### config.mk
export PLATFORM = sky130hd
export DESIGN_NAME = mfcc_dram_writer
export DESIGN_NICKNAME = d
export VERILOG_FILES = /design/src/rtl/mfcc_pkg.sv /design/src/rtl/mfcc_frame_queue.sv /design/src/rtl/mfcc_dram_writer.sv
export SDC_FILE = /design/constraint.sdc
export NUM_CORES = 1
export LEC_CHECK = 0
export ABC_CLOCK_PERIOD_IN_PS = 9440
export CAP_MARGIN = 20
export CORE_ASPECT_RATIO = 0.9
export CORE_MARGIN = 2
export CORE_UTILIZATION = 55
export CTS_BUF_LIST = sky130_fd_sc_hd__clkbuf_2 sky130_fd_sc_hd__clkbuf_4 sky130_fd_sc_hd__clkbuf_8
export DETAILED_ROUTE_END_ITERATION = 7
export GPL_TIMING_DRIVEN = 1
export HOLD_SLACK_MARGIN = 0.12
export PLACE_DENSITY = 0.92
export SETUP_SLACK_MARGIN = 0.02
export SYNTH_ARGS = -nofsm -noshare
export SYNTH_HDL_FRONTEND = slang
export SYNTH_HIERARCHICAL = 1
export SYNTH_SLANG_ARGS = --single-unit
### constraint.sdc
create_clock -name clk -period 9.44 [get_ports clk]
set_input_delay 1.888 -clock clk [delete_from_list [all_inputs] [get_ports clk]]
set_output_delay 1.888 -clock clk [all_outputs]
set_load 0.05 [all_outputs]
### src/rtl/mfcc_pkg.sv
// Shared MFCC types plus the 256-bit DRAM word layout used by the frame archiver.
package mfcc_pkg;

   localparam int          NUM_COEFFICIENTS = 12;
   localparam int          MFCC_WORD_WIDTH  = 256;
   localparam logic [31:0] MFCC_MAGIC       = 32'h4D46_4343;

   typedef struct packed {
      logic [31:0] mfcc_sample;
   } mfcc_data_t;

   typedef mfcc_data_t [NUM_COEFFICIENTS-1:0] mfcc_frame_t;

   typedef enum logic [1:0] {
      ST_WAIT_INIT = 2'd0,
      ST_IDLE      = 2'd1,
      ST_WRITE     = 2'd2
   } wr_state_t;

   // Low 16 bits of each coefficient, then the sequence number, then the tag.
   function automatic logic [MFCC_WORD_WIDTH-1:0] pack_mfcc_word(
      input mfcc_frame_t coefs,
      input logic [31:0] seq
   );
      logic [MFCC_WORD_WIDTH-1:0] word;
      word = '0;
      for (int k = 0; k < NUM_COEFFICIENTS; k++) begin
         word[16*k +: 16] = coefs[k].mfcc_sample[15:0];
      end
      word[223:192] = seq;
      word[255:224] = MFCC_MAGIC;
      return word;
   endfunction

endpackage

### src/rtl/mfcc_frame_queue.sv
// Synchronous FIFO of packed MFCC words; pointers carry an extra wrap bit so
// full and empty are told apart without a separate occupancy counter.
module mfcc_frame_queue #(
   parameter int DEPTH = 4,
   parameter int WIDTH = 256
) (
   input  logic             clk,
   input  logic             rst_n,
   input  logic             push,
   input  logic [WIDTH-1:0] push_data,
   input  logic             pop,
   output logic [WIDTH-1:0] head,
   output logic             full,
   output logic             empty
);

   localparam int AW = $clog2(DEPTH);

   logic [WIDTH-1:0] mem_r [DEPTH];
   logic [AW:0]      wptr_r;
   logic [AW:0]      rptr_r;
   logic             do_push_s;
   logic             do_pop_s;

   // A push into a full queue is legal only when the head leaves in the same cycle.
   always_comb begin
      empty     = (wptr_r == rptr_r);
      full      = (wptr_r[AW] != rptr_r[AW]) && (wptr_r[AW-1:0] == rptr_r[AW-1:0]);
      do_pop_s  = pop && !empty;
      do_push_s = push && (!full || do_pop_s);
      head      = mem_r[rptr_r[AW-1:0]];
   end

   always_ff @(posedge clk) begin
      if (do_push_s) begin
         mem_r[wptr_r[AW-1:0]] <= push_data;
      end
   end

   always_ff @(posedge clk or negedge rst_n) begin
      if (!rst_n) begin
         wptr_r <= '0;
         rptr_r <= '0;
      end else begin
         if (do_push_s) begin
            wptr_r <= wptr_r + {{AW{1'b0}}, 1'b1};
         end
         if (do_pop_s) begin
            rptr_r <= rptr_r + {{AW{1'b0}}, 1'b1};
         end
      end
   end

endmodule

### src/rtl/mfcc_dram_writer.sv
// Archives every completed MFCC frame as one 256-bit word in a DDR ring
// through a Wishbone classic write master, with a small loss-counting queue.
module mfcc_dram_writer
   import mfcc_pkg::*;
#(
   parameter logic [31:0] BASE_ADDR   = 32'h0000_0000,
   parameter int          NUM_WORDS   = 4096,
   parameter int          QUEUE_DEPTH = 4,
   parameter int          ACK_TIMEOUT = 1024,
   parameter logic [31:0] MAGIC       = MFCC_MAGIC
) (
   input  logic                             clk,
   input  logic                             rst_n,
   input  logic                             enable_i,
   input  logic                             initialized_i,
   input  logic                             mfcc_done_i,
   input  mfcc_data_t [NUM_COEFFICIENTS-1:0] mfcc_data_i,
   output logic                             wb_cyc_o,
   output logic                             wb_stb_o,
   output logic                             wb_we_o,
   output logic [31:0]                      wb_addr_o,
   output logic [31:0]                      wb_sel_o,
   output logic [MFCC_WORD_WIDTH-1:0]       wb_data_o,
   input  logic                             wb_ack_i,
   output logic [31:0]                      wr_ptr_o,
   output logic                             wrapped_o,
   output logic [31:0]                      frames_written_o,
   output logic [15:0]                      overflow_count_o,
   output logic [15:0]                      timeout_count_o
);

   localparam logic [31:0] PTR_LAST = 32'(NUM_WORDS - 1);
   localparam logic [31:0] TMO_LAST = 32'(ACK_TIMEOUT - 1);

   wr_state_t                  state_r;
   wr_state_t                  state_nxt_s;
   logic                       q_full_s;
   logic                       q_empty_s;
   logic [MFCC_WORD_WIDTH-1:0] q_head_s;
   logic [MFCC_WORD_WIDTH-1:0] push_word_s;
   logic                       push_s;
   logic                       drop_s;
   logic                       pop_s;
   logic                       start_s;
   logic                       timeout_s;
   logic [31:0]                tmo_cnt_r;
   logic [31:0]                seq_r;
   logic [31:0]                wr_ptr_r;
   logic [31:0]                frames_r;
   logic [15:0]                ovf_r;
   logic [15:0]                tmo_total_r;
   logic                       wrapped_r;
   logic                       cyc_r;
   logic [31:0]                addr_r;
   logic [31:0]                sel_r;
   logic [MFCC_WORD_WIDTH-1:0] data_r;

   // Word is built when the frame is accepted so the queue holds final data.
   always_comb begin
      push_word_s          = pack_mfcc_word(mfcc_data_i, seq_r);
      push_word_s[255:224] = MAGIC;
   end

   mfcc_frame_queue #(
      .DEPTH (QUEUE_DEPTH),
      .WIDTH (MFCC_WORD_WIDTH)
   ) u_queue (
      .clk       (clk),
      .rst_n     (rst_n),
      .push      (push_s),
      .push_data (push_word_s),
      .pop       (pop_s),
      .head      (q_head_s),
      .full      (q_full_s),
      .empty     (q_empty_s)
   );

   always_ff @(posedge clk or negedge rst_n) begin
      if (!rst_n) begin
         state_r <= ST_WAIT_INIT;
      end else begin
         state_r <= state_nxt_s;
      end
   end

   always_comb begin
      state_nxt_s = state_r;
      case (state_r)
         ST_WAIT_INIT: begin
            if (initialized_i) begin
               state_nxt_s = ST_IDLE;
            end else begin
               state_nxt_s = ST_WAIT_INIT;
            end
         end
         ST_IDLE: begin
            if (start_s) begin
               state_nxt_s = ST_WRITE;
            end else begin
               state_nxt_s = ST_IDLE;
            end
         end
         ST_WRITE: begin
            if (pop_s || timeout_s) begin
               state_nxt_s = ST_IDLE;
            end else begin
               state_nxt_s = ST_WRITE;
            end
         end
         default: state_nxt_s = ST_WAIT_INIT;
      endcase
   end

   // Ack outranks the timeout on the final allowed cycle; acks outside WRITE are ignored.
   always_comb begin
      start_s   = 1'b0;
      pop_s     = 1'b0;
      timeout_s = 1'b0;
      case (state_r)
         ST_IDLE: begin
            start_s = !q_empty_s && enable_i;
         end
         ST_WRITE: begin
            pop_s     = wb_ack_i;
            timeout_s = !wb_ack_i && (tmo_cnt_r == TMO_LAST);
         end
         default: begin
            start_s   = 1'b0;
            pop_s     = 1'b0;
            timeout_s = 1'b0;
         end
      endcase
      push_s = mfcc_done_i && (!q_full_s || pop_s);
      drop_s = mfcc_done_i && !push_s;
   end

   // Bus signals are registered and frozen for the whole transaction.
   always_ff @(posedge clk or negedge rst_n) begin
      if (!rst_n) begin
         cyc_r  <= 1'b0;
         sel_r  <= 32'h0000_0000;
         addr_r <= 32'h0000_0000;
         data_r <= '0;
      end else begin
         cyc_r <= (state_nxt_s == ST_WRITE);
         sel_r <= 32'hFFFF_FFFF;
         if (start_s) begin
            addr_r <= BASE_ADDR + wr_ptr_r;
            data_r <= q_head_s;
         end
      end
   end

   always_ff @(posedge clk or negedge rst_n) begin
      if (!rst_n) begin
         tmo_cnt_r <= 32'd0;
      end else if (state_r == ST_WRITE) begin
         tmo_cnt_r <= tmo_cnt_r + 32'd1;
      end else begin
         tmo_cnt_r <= 32'd0;
      end
   end

   always_ff @(posedge clk or negedge rst_n) begin
      if (!rst_n) begin
         seq_r       <= 32'd0;
         wr_ptr_r    <= 32'd0;
         wrapped_r   <= 1'b0;
         frames_r    <= 32'd0;
         ovf_r       <= 16'd0;
         tmo_total_r <= 16'd0;
      end else begin
         if (push_s) begin
            seq_r <= seq_r + 32'd1;
         end
         if (drop_s && (ovf_r != 16'hFFFF)) begin
            ovf_r <= ovf_r + 16'd1;
         end
         if (timeout_s && (tmo_total_r != 16'hFFFF)) begin
            tmo_total_r <= tmo_total_r + 16'd1;
         end
         if (pop_s) begin
            frames_r <= frames_r + 32'd1;
            if (wr_ptr_r == PTR_LAST) begin
               wr_ptr_r  <= 32'd0;
               wrapped_r <= 1'b1;
            end else begin
               wr_ptr_r <= wr_ptr_r + 32'd1;
            end
         end
      end
   end

   assign wb_cyc_o         = cyc_r;
   assign wb_stb_o         = cyc_r;
   assign wb_we_o          = cyc_r;
   assign wb_addr_o        = addr_r;
   assign wb_sel_o         = sel_r;
   assign wb_data_o        = data_r;
   assign wr_ptr_o         = wr_ptr_r;
   assign wrapped_o        = wrapped_r;
   assign frames_written_o = frames_r;
   assign overflow_count_o = ovf_r;
   assign timeout_count_o  = tmo_total_r;

endmodule
==> out/qor.csv <==
stage,metric,value,unit
run_status,outcome,completed,
floorplanning,rows,110,
finish,area_growth,22.3,%
placement,port_buffers,617,
timing,fmax,0.182,GHz
synthesis,syn_inst,2757,
clocking,post-cts-setup-buffers,0,
synthesis,syn_area,56000,um2
global_route,track_usage,24.6,%
synthesis,ys_seq_area_share,75.5,%
timing,setup_violations,0,
timing,drv_slew,0,
worst_setup_path,required,9.88,ns
floorplanning,initial_utilization,55.7,%
synthesis,avgSynthCellArea,20.3,um2
drt,route.met3.wl,11.7,mm
clocking,ctsResizeCount,0,
placement,gp_congestion,0.797,
drt,wl_met2,65.0,mm
global_route,grt_pass1_wl,193,mm
worst_setup_path,start_kind,input pin,
clocking,clock_path_buffers,3,
timing,tightest_slew,1.30,ns
finish,drive_gt1_share,26.0,%
clocking,cts_buffers,216,
synthesis,synth_flop_cell,edfxtp_1,
timing,layout_setup_ws,3.94,ns
drt,wirelength,127,mm
drt,route.detailed.drc,0,
worst_setup_path,worstSetupPathType,in2reg,
hold_path,hold_path_end,frames_written_o[31],
timing,finalCritPeriodShare,58.2,%
finish,seq_area,42200,um2
timing,rsz0062_at_grt,false,
clocking,root_buffer,clkbuf_8,
drt,ant_nets,0,
drt,first_iter_violations,2414,
global_route,grt_max_degree,151,
finish,final_cell_mix,"1024 x edfxtp_1, 616 x clkdlybuf4s50_1, 457 x dfrtp_1, 292 x mux2_2, 256 x mux4_2",
synthesis,async_flop_share,31.0,%
worst_setup_path,cpPeakStageDelay,0.91,ns
placement,place_hpwl,74.3,mm
synthesis,synth_edf_count,1024,
timing,timing.slew.headroom,13.6,%
floorplanning,die-height,307,um
drt,post_drt_wl_per_cell,24.7,um
drt,highest_layer,met5,
pwr,worst_ir_drop_vdd,0.259,mV
drt,firstDrtPassIters,7,
synthesis,synth_top_family_by_area,multiplexers,
synthesis,synth-xor-area-share,2.36,%
synthesis,ys_types,61,
worst_setup_path,r2r_end,u_queue/mem_r[3][136],
drt,vias_per_cell,5.66,
job,drv_cap,0,
timing,fin_crit,5.50,ns
timing,clock-skew-final,0.0564,ns
floorplanning,die_w,340,um
synthesis,ys_warn_count,6,
drt,dr_total_vias,29100,
clocking,cts.reportedPaths.clkPinSlew,0.06,ns
clocking,cts_sinks,1483,
worst_setup_path,worst_path_max_delay_cell,a21oi_1,
synthesis,synth-compound-area-share,0.436,%
synthesis,ys_ff_latch,1483,
pwr,power_leakage,0.0246,uW
clocking,cts_tree,yes,
worst_setup_path,critPathCaptureType,flop,
timing,fin_tns_setup,0,ns
worst_setup_path,critPathArrivalTime,5.94,ns
worst_setup_path,worst_r2r_path_depth,7,
finish,multiInputGateArea,13300,um2
global_route,grt_overflow,0,
hold_path,hold_start,frames_written_o[31],
floorplanning,coreArea,100000,um2
placement,post-place-ws,3.20,ns
worst_setup_path,cp_max_fo,79,
global_route,grt_pass1_vias,31200,
synthesis,synth_mux_area_share,16.3,%
worst_setup_path,r2r_slack,4.50,ns
synthesis,synthAdderAreaFrac,0.246,%
floorplanning,ios,810,
finish,finalNetCount,3999,
clocking,htreeDepth,4,
timing,hold_viol,0,
finish,fillers,5890,
clocking,clkLatencyLatePin,0.88,ns
synthesis,synth-simple-area-share,3.62,%
global_route,grt_antenna_before_repair,17,
pwr,p_per_area,338,nW/um2
clocking,hold_buffers,0,
finish,layout_commonest_cell,edfxtp_1,
worst_setup_path,r2r_start,u_queue/rptr_r[1],
floorplanning,dieArea,104000,um2
hold_path,hold_depth,1,
pwr,total_power,23100,uW
worst_setup_path,crit_chain,"clkdlybuf4s50_1, nand3b_1, a21oi_1, and2_1, o41ai_2, inv_8, buf_4",
hold_path,min_path_type,reg2reg,
drt,wl_met1,47.2,mm
per-layer routing:
layer / vias up / global-route usage (%)
met1: 15300 / 30.5
li1: 12400 / -
met5: - / 0
met2: 1189 / 40.7
met4: 8 / 8.61
met3: 238 / 8.20
critical path: cells and delay by family:
kind | cells | cell delay, ns
AO/OA/AOI/OAI | 2 | 1.05
buffers and inverters | 3 | 1.88
AND/OR/NAND/NOR | 2 | 0.83
where the power goes:
part           switching, uW  total, uW  internal, uW
registers                812       9720          8910
clock network           2480       5320          2840
logic                   4920       8070          3150
total                   8210      23100         14900
synthesized netlist by cell type, types with 10 or more instances:
library cell  count  area share [%]
and2_1           10            0.11
and3_1           22            0.25
and4_1           17            0.27
buf_1            19            0.13
buf_2            50            0.45
buf_4            57            0.76
clkbuf_1         19            0.13
dfrtp_1         459              21
edfxtp_1       1024              55
ha_1             11            0.25
inv_1            12           0.080
mux2_2          292             5.9
mux4_2          256              10
nand2_1          73            0.49
nand3_1          59            0.53
nand4_1          47            0.53
nor2_1           66            0.44
nor3_1           15            0.13
nor4_1           13            0.15
xnor2_1          88             1.4
xor2_1           61            0.95
cell type report:
class,count,area share [%]
diodes,15,0.0549
clock buffers,327,5.85
clock inverters,85,0.832
inverters,13,0.0823
multi-input cells,1240,19.5
flip-flops and latches,1483,61.7
well taps,1344,2.46
repair buffers,644,9.49
worst max path at each step:
stage / startpoint / to / slack (ns) / depth (start not counted)
detailed placement: wb_ack_i / u_queue/mem_r[3][62] / 3.20 / 7
floorplan: wb_ack_i / u_queue/mem_r[0][0] / 0.11 / 4
global placement: wb_ack_i / u_queue/mem_r[3][52] / 3.27 / 7
CTS: wb_ack_i / u_queue/mem_r[3][136] / 4.09 / 7
global route: wb_ack_i / u_queue/mem_r[3][136] / 3.80 / 7
finish: wb_ack_i / u_queue/mem_r[3][136] / 3.94 / 7
cells by family (layout without fill, tap and decap cells):
logic type / Yosys count / count (layout)
AO/OA/AOI/OAI: 32 / 32
XOR/XNOR: 150 / 150
adder cells (fa/ha/maj): 11 / 11
buffers and inverters: 161 / 1069
flip-flops: 1483 / 1483
multiplexers: 552 / 552
other: 2 / 144
AND/OR/NAND/NOR: 366 / 366
state kept, by name, indices dropped and copies added, names as in the netlist, 2 cells and up:
name	cells
frames_written_o	32
overflow_count_o	16
seq_r	32
state_r	2
timeout_count_o	16
tmo_cnt_r	32
u_queue/mem_r	1024
u_queue/rptr_r	3
u_queue/wptr_r	3
wb_addr_o	32
wb_data_o	256
wr_ptr_o	32
stage by stage:
step	hold WS, ns	util (%)	area, um2	cells
floorplan	0.455	-	56400	2884
global placement	0.455	63.5	63800	4724
detailed placement	0.460	63.5	63800	4724
CTS	0.475	68.1	68400	5136
global route	0.488	68.1	68400	5147
finish	0.472	68.1	68400	5151
(Power assumes the default switching activity.)
